### src/rtl/prog_loader.sv
// Boot-time program loader: assembles big-endian 16-bit words from a byte stream,
// writes them to instruction memory from address 0, verifies an XOR checksum and releases the CPU.
module prog_loader #(
  parameter int unsigned ADDR_W = 8
) (
  input  logic              CLK,
  input  logic              RESET,
  input  logic              start,
  input  logic              in_valid,
  input  logic [7:0]        in_data,
  output logic              in_ready,
  output logic              imem_we,
  output logic [ADDR_W-1:0] imem_addr,
  output logic [15:0]       imem_wdata,
  output logic              cpu_run,
  output logic              busy,
  output logic              done,
  output logic              err,
  output logic [1:0]        err_code,
  output logic [ADDR_W:0]   words_loaded
);

  localparam int unsigned CNT_W    = ADDR_W + 1;
  localparam int unsigned CAPACITY = 1 << ADDR_W;

  localparam logic [1:0] ERR_NONE = 2'b00;
  localparam logic [1:0] ERR_LEN  = 2'b01;
  localparam logic [1:0] ERR_CSUM = 2'b10;

  typedef enum logic [2:0] {
    ST_IDLE,
    ST_LEN_HI,
    ST_LEN_LO,
    ST_DATA_HI,
    ST_DATA_LO,
    ST_CSUM,
    ST_DONE,
    ST_ERROR
  } state_t;

  state_t           state;
  state_t           stateNext;
  logic [7:0]       lenHi;
  logic [7:0]       dataHi;
  logic [7:0]       runXor;
  logic [CNT_W-1:0] wordTotal;

  logic             accept;
  logic [15:0]      lenWord;
  logic             lenTooBig;
  logic [CNT_W-1:0] wordsInc;
  logic             lastWord;

  // A start pulse always wins over a coincident byte, which is then dropped.
  assign accept    = in_valid && in_ready && !start;
  assign lenWord   = {lenHi, in_data};
  assign lenTooBig = 32'(lenWord) > CAPACITY;
  assign wordsInc  = words_loaded + CNT_W'(1);
  assign lastWord  = (wordsInc == wordTotal);

  always_comb begin
    stateNext = state;
    if (start) begin
      stateNext = ST_LEN_HI;
    end else if (accept) begin
      case (state)
        ST_LEN_HI:  stateNext = ST_LEN_LO;
        ST_LEN_LO: begin
          if (lenTooBig)              stateNext = ST_ERROR;
          else if (lenWord == 16'd0)  stateNext = ST_CSUM;
          else                        stateNext = ST_DATA_HI;
        end
        ST_DATA_HI: stateNext = ST_DATA_LO;
        ST_DATA_LO: stateNext = lastWord ? ST_CSUM : ST_DATA_HI;
        ST_CSUM:    stateNext = ((runXor ^ in_data) == 8'h00) ? ST_DONE : ST_ERROR;
        default:    stateNext = state;
      endcase
    end
  end

  // Status outputs are registered decodes of the next state so they line up with it.
  always_ff @(posedge CLK or negedge RESET) begin
    if (!RESET) begin
      state        <= ST_IDLE;
      in_ready     <= 1'b0;
      busy         <= 1'b0;
      cpu_run      <= 1'b0;
      done         <= 1'b0;
      err          <= 1'b0;
      err_code     <= ERR_NONE;
      imem_we      <= 1'b0;
      imem_addr    <= '0;
      imem_wdata   <= '0;
      words_loaded <= '0;
      lenHi        <= '0;
      dataHi       <= '0;
      runXor       <= '0;
      wordTotal    <= '0;
    end else begin
      state    <= stateNext;
      in_ready <= stateNext inside {ST_LEN_HI, ST_LEN_LO, ST_DATA_HI, ST_DATA_LO, ST_CSUM};
      busy     <= stateNext inside {ST_LEN_HI, ST_LEN_LO, ST_DATA_HI, ST_DATA_LO, ST_CSUM};
      cpu_run  <= (stateNext == ST_DONE);
      done     <= (stateNext == ST_DONE);
      err      <= (stateNext == ST_ERROR);
      imem_we  <= 1'b0;
      if (start) begin
        runXor       <= '0;
        words_loaded <= '0;
        err_code     <= ERR_NONE;
      end else if (accept) begin
        runXor <= runXor ^ in_data;
        case (state)
          ST_LEN_HI: lenHi <= in_data;
          ST_LEN_LO: begin
            wordTotal <= CNT_W'(lenWord);
            if (lenTooBig) err_code <= ERR_LEN;
          end
          ST_DATA_HI: dataHi <= in_data;
          ST_DATA_LO: begin
            imem_we      <= 1'b1;
            imem_addr    <= words_loaded[ADDR_W-1:0];
            imem_wdata   <= {dataHi, in_data};
            words_loaded <= wordsInc;
          end
          ST_CSUM: begin
            if ((runXor ^ in_data) != 8'h00) err_code <= ERR_CSUM;
          end
          default: ;
        endcase
      end
    end
  end

endmodule

### config.mk
export PLATFORM = sky130hd
export DESIGN_NAME = prog_loader
export DESIGN_NICKNAME = d
export VERILOG_FILES = /design/src/rtl/prog_loader.sv
export SDC_FILE = /design/constraint.sdc
export NUM_CORES = 1
export LEC_CHECK = 0
export BUFFER_PORTS_ARGS = -buffer_cell sky130_fd_sc_hd__buf_2
export CORE_MARGIN = 10
export CORE_UTILIZATION = 53
export DETAILED_ROUTE_END_ITERATION = 6
export PLACE_DENSITY = 0.75
export SYNTH_ARGS = -nofsm -noshare
export SYNTH_HDL_FRONTEND = slang
export SYNTH_SLANG_ARGS = --single-unit
export TNS_END_PERCENT = 30
### constraint.sdc
create_clock -name CLK -period 5.5 [get_ports CLK]
set_input_delay 0 -clock CLK [delete_from_list [all_inputs] [get_ports CLK]]
set_output_delay 0 -clock CLK [all_outputs]
set_load 0.02 [all_outputs]
After elaboration in Yosys (flattened, before gate mapping) --
Cells that the tools add are included.
Cells by class: $add $sub $neg 1, multipliers 0, div/mod/pow operators 0, $lt $le $gt $ge 1, equality and inequality tests 15, shift operators 0, mux-type cells 20, bitwise operators 2, reductions and logical operators 16
Operators with widths (count):
- $mux 9 | 3
- $eq 3x3->1 const B | 6
- $gt 16x9->1 const B | 1
- $logic_not 16->1 | 1
- $mux 8 | 2
- $mux 3 | 5
- $pmux 3 s5 | 1
- $eq 3x2->1 const B | 4
- $reduce_and 3->1 | 4
- $add 9x1->9 const B | 1
- $eq 9x9->1 | 1
- $logic_not 8->1 | 1
- $mux 2 | 4
- $reduce_bool 8->1 | 1
- $xor 8x8->8 | 1
- $eq 3x1->1 const B | 2
- $ne 3x3->1 const B | 2
- $reduce_bool 5->1 | 1
- $mux 1 | 4
- $pmux 2 s2 | 1
- $reduce_and 4->1 | 1
- $reduce_bool 2->1 | 2
- $reduce_bool 3->1 | 1
- $logic_and 1x1->1 | 2
- 3 further kinds | 3
Storage, ports and cells: register bits 75, latch bits 0, RAM bits 0, memory bits (read-only) 0, bits of input ports 12, output and inout port bits 41, word-level logic and storage cells 68, memories kept 0

Logic depth before layout (Yosys ltp) --
word-level depth 8, gate-level depth with buffers 7, mapped depth without buffers 6

Least setup slack after synthesis --
No wires, ideal clock.
path type reg-to-reg, start point register words_loaded[3], end point register state[1], setup time 0.133 ns, data arrival time 1.702 ns, data required time 5.367 ns, slack 3.665 ns, stages on the path, launching flop included 7, buffers on the path 1, clock period less this slack 1.835 ns, cell sequence dfrtp_1 clkbuf_1 nand4_1 or2_0 a311o_1 o22ai_1 a31oi_1
Between the ends: word-level cells in the longest chain between the ends 6
Ends and longest elaborated chain:
- start: declaration | RTL line 20 | output logic [ADDR_W:0] words_loaded
- start signal: assignment | RTL line 124 | words_loaded <= wordsInc;
- $add 9x1->9 | RTL line 58 | assign wordsInc = words_loaded + CNT_W'(1);
- $eq 9x9->1 | RTL line 59 | assign lastWord = (wordsInc == wordTotal);
- $mux 3 | RTL line 74 | ST_DATA_LO: stateNext = lastWord ? ST_CSUM : ST_DATA_HI;
- $pmux 3 s5 | RTL line 66 | case (state)
- $mux 3 | RTL line 65 | end else if (accept) begin
- $mux 3 | RTL line 63 | if (start) begin
- named net stateNext[1] | RTL line 42 | state_t stateNext;
- end signal: assignment | RTL line 100 | state <= stateNext;
- end: declaration | RTL line 41 | state_t state;
The timed path passes the listed nets, and every way through them passes these cells. A chain may end at the register's enable or synchronous reset.

Worst setup path after layout --
start point register state[2], end point register imem_wdata[6]
Between the ends: word-level cells in the longest chain between the ends 2
Ends and longest elaborated chain:
- $eq 3x3->1 | RTL line 113 | case (state)
- $reduce_and 3->1 (no line)
- end signal: assignment | RTL line 123 | imem_wdata <= {dataHi, in_data};
- end: declaration | RTL line 14 | output logic [15:0] imem_wdata,
Every way passes these cells.

==> summary.md <==
| Metric | Value |
|---|---|
| Cell taking the most area after synthesis | dfrtp_1 |
| #FFs+latches synth | 75 |
| Avg Inst Size Synth | around 11 µm² |
| LEAKAGE | approximately 2.0 nW |
| DRT antenna net count | 0 |
| Residual DRC count | 0 |
| GPL Wtd Cong | about 0.8 |
| Achievable Freq | approximately 0.42 GHz |
| Peak VDD IR | approximately 210 µV |
| Area share of the largest cell type after synthesis | between 50% and 60% |
| Wire per inst | ~17 µm |
| Synth Area in Simple Gates | about 17% |
| TritonCTS buffer count | 9 |
| Post-synthesis sequential area ratio | between 50 and 60% |
| DRT Pass-1 Iters | 4 |
| GRT overflow | 0 |
| Period utilisation layout | 43.0% |
| Syn Nets | ~330 |
| Crit path launch type | register |
| Endpoints failing hold | 0 |
| Fin worst setup slack | between 3000 and 4000 ps |
| Cells after Synth | 320 |
| Post-synth ARST share | 100% |
| Synth area leaders | dfrtp_1 (53%), mux2_2 (7.4%), mux2_1 (5.8%) |
| DRT iter0 DRCs | 93 |
| Slew HR | approximately a quarter |
| H-Tree Depth | 3 |
| Tmin final | about 2400 ps |
| Initial Utilization | ~55% |
| Hold path start | in_data[5] |
| Post-synth EDFFs | 0 |
| Core footprint | between 6000 and 7000 µm² |
| Routed WL | roughly 7500 µm |
| Critical Setup Path Class | register to register |
| Vias per Instance | about 5.4 |
| N_diodes | 0 |
| Buffers on Ports | 52 |
| DP HPWL | 5230 µm |
| Compound-Gate Fraction of Synth Area | ~4.7% |
| Required @ worst endpoint | 5730 ps |
| Pins over their slew limit | 0 |
| RR Startpoint | state[2] |
| Setup violators final | 0 |
| Post-synth top flop | dfrtp_1 |
| Initial antenna violation count | 0 |
| First-pass GRT wire length | ~13,000 µm |
| Std cell rows | 29 |
| Yosys cell types | 47 |
| Power density cells | roughly 390 nW/µm² |
| Layout cells sized above 1 | a little over a quarter |
| Synth Area in XOR/XNOR | 9.20% |
| Crit path capture type | register |
| Largest family of logic cells by synthesized area | simple AND/OR/NAND/NOR gates |
| Status | finished, final reports clean |
| Worst skew pair latency | 350 ps |
| Die width | 102 µm |
| Max-cap violations | 0 |
| Die height | around 100 µm |
| Number of primary I/O pins | 53 |
| Worst Skew | approximately 7 ps |
| CTS clk-pin slew, worst paths | 80 ps |
| HP Class | input port to register |
| Largest net degree at the start of global routing | 76 |
| Critical-path maximum fanout | 27 |
| Setup TNS | 0 ps |
| CP Data Arrival Time | 2590 ps |
| Pre-CTS setup slack | roughly 3100 ps |
| RSZ-0062 raised after global routing | false |
| Worst Tran Pin Value | roughly 1100 ps |
| Adder-cell area share of the yosys netlist | 0.355% |
| CTS tree | built |
| Critical Path Source | state[2] |
| Post-synthesis mux area share | a little over an eighth |
| Setup bufs post-CTS | 0 |
| Die area | between 10,000 and 15,000 µm² |
| Vias | roughly 2,400 |
| Area of the mapped netlist | around 3500 µm² |
| Area grow syn2layout | 15.7% |
| Clock Tree Buf Depth | 2 |
| Fin nets | approximately 380 |
| Root Buffer | clkbuf_8 |
| Clock sink count | 75 |
| Gr usage total | between 10% and 20% |
| YS warnings | 0 |
| Vias in the first global route | about 2,500 |
[per-stage QoR]
step | hold WS, ps | total power, mW | area [µm²] | std cells | utilization, %
2_1_floorplan | -296 | 1.02 | 3520 | 320 | -
3_3_place_gp | 199 | 1.11 | 3810 | 433 | 59.7
3_5_place_dp | 203 | 1.13 | 3810 | 433 | 59.7
4_1_cts | 4.05 | 1.60 | 4080 | 453 | 63.9
5_1_grt | 6.38 | 1.68 | 4080 | 453 | 63.9
6_report | 12.4 | 1.59 | 4080 | 453 | 63.9
[per-layer routing]
metal / share of wire, % / routed length, µm / global-route usage [%]
met2: 47 / 3550 / 23.4
met5: 0 / 0 / 0
met3: 3.9 / 296 / 3.06
met1: 48 / 3590 / 20.1
met4: 1.2 / 92 / 6.43
[final cells by class]
type                    instances  area, µm²
inverters                       3       11.3
flip-flops and latches         75       1880
clock buffers                   9        124
well taps                      77       96.3
repair buffers                 56        303
multi-input cells             226       1570
fillers                       527       2310
clock inverters                 7        101
[Yosys cell counts, types with 2 or more instances]
library cell / count
nand3b_1: 2
nor4_1: 6
or4_1: 2
xor2_1: 19
nor2b_1: 2
xnor2_1: 18
inv_1: 2
dfrtp_1: 75
mux2_1: 18
nand3_1: 4
nand2_1: 45
nand4_1: 3
a21oi_1: 7
a31oi_1: 5
nor3b_2: 2
or3_1: 4
buf_4: 2
and2_1: 3
nor3_1: 8
mux2_2: 23
or3b_1: 2
buf_1: 2
clkbuf_1: 10
buf_2: 2
o21ai_1: 3
nor2_1: 30
[cells by family (layout without fill, tap and decap cells)]
family / Yosys count / after routing
flip-flops: 75 / 75
AND/OR/NAND/NOR: 121 / 121
buffers and inverters: 19 / 75
adder cells (fa/ha/maj): 1 / 1
multiplexers: 42 / 42
XOR/XNOR: 37 / 37
AO/OA/AOI/OAI: 25 / 25
[state kept, by name (all words and copies together) (netlist names), 3 cells and up]
signal,flops
dataHi,8
lenHi,8
imem_addr,8
words_loaded,9
wordTotal,9
runXor,8
imem_wdata,16
state,3
[layout by cell type (no fill, tap or decap), types with 2 or more instances in the layout]
cell / n
buf_2: 51
nand3_1: 4
nand4_1: 3
nor2b_1: 2
mux2_2: 23
mux2_1: 18
xnor2_1: 18
nand3b_1: 2
bufinv_16: 2
clkinv_4: 2
dfrtp_1: 75
or4_1: 2
or3b_1: 2
nor2_1: 30
a31oi_1: 5
nand2_1: 45
xor2_1: 19
inv_1: 2
nor3_1: 8
nor4_1: 6
dlygate4sd3_1: 4
nor3b_2: 2
or3_1: 4
clkbuf_8: 9
and2_1: 3
a21oi_1: 7
o21ai_1: 3
[power by group]
group | internal (mW) | total (mW) | switching, mW
combinational | 0.165 | 0.355 | 0.191
sequential | 0.678 | 0.763 | 0.0855
clock | 0.259 | 0.473 | 0.213
[critical path, stage by stage, from the launching register on]
cell     delay [ps]
dfrtp_1         570
nor3b_2         370
nand2_1         720
mux2_1          580
[path summary, 6_finish.rpt]
kind,cells past startpoint,to,slack [ps]
max in group asynchronous,2,words_loaded[7],4560
max,3,imem_wdata[6],3130
min reg2reg,2,imem_wdata[8],480
min,2,imem_wdata[5],10
min in group asynchronous,2,state[1],330
max reg2reg,3,imem_wdata[6],3130
[timing repair]
item | in CTS | in global routing
endpoints found under the setup margin | 0 | 0
hold buffers | 4 | 0
endpoints found under the hold margin | 81 | 0
resized for setup | 0 | 0
Power figures use the tool's default switching activity.
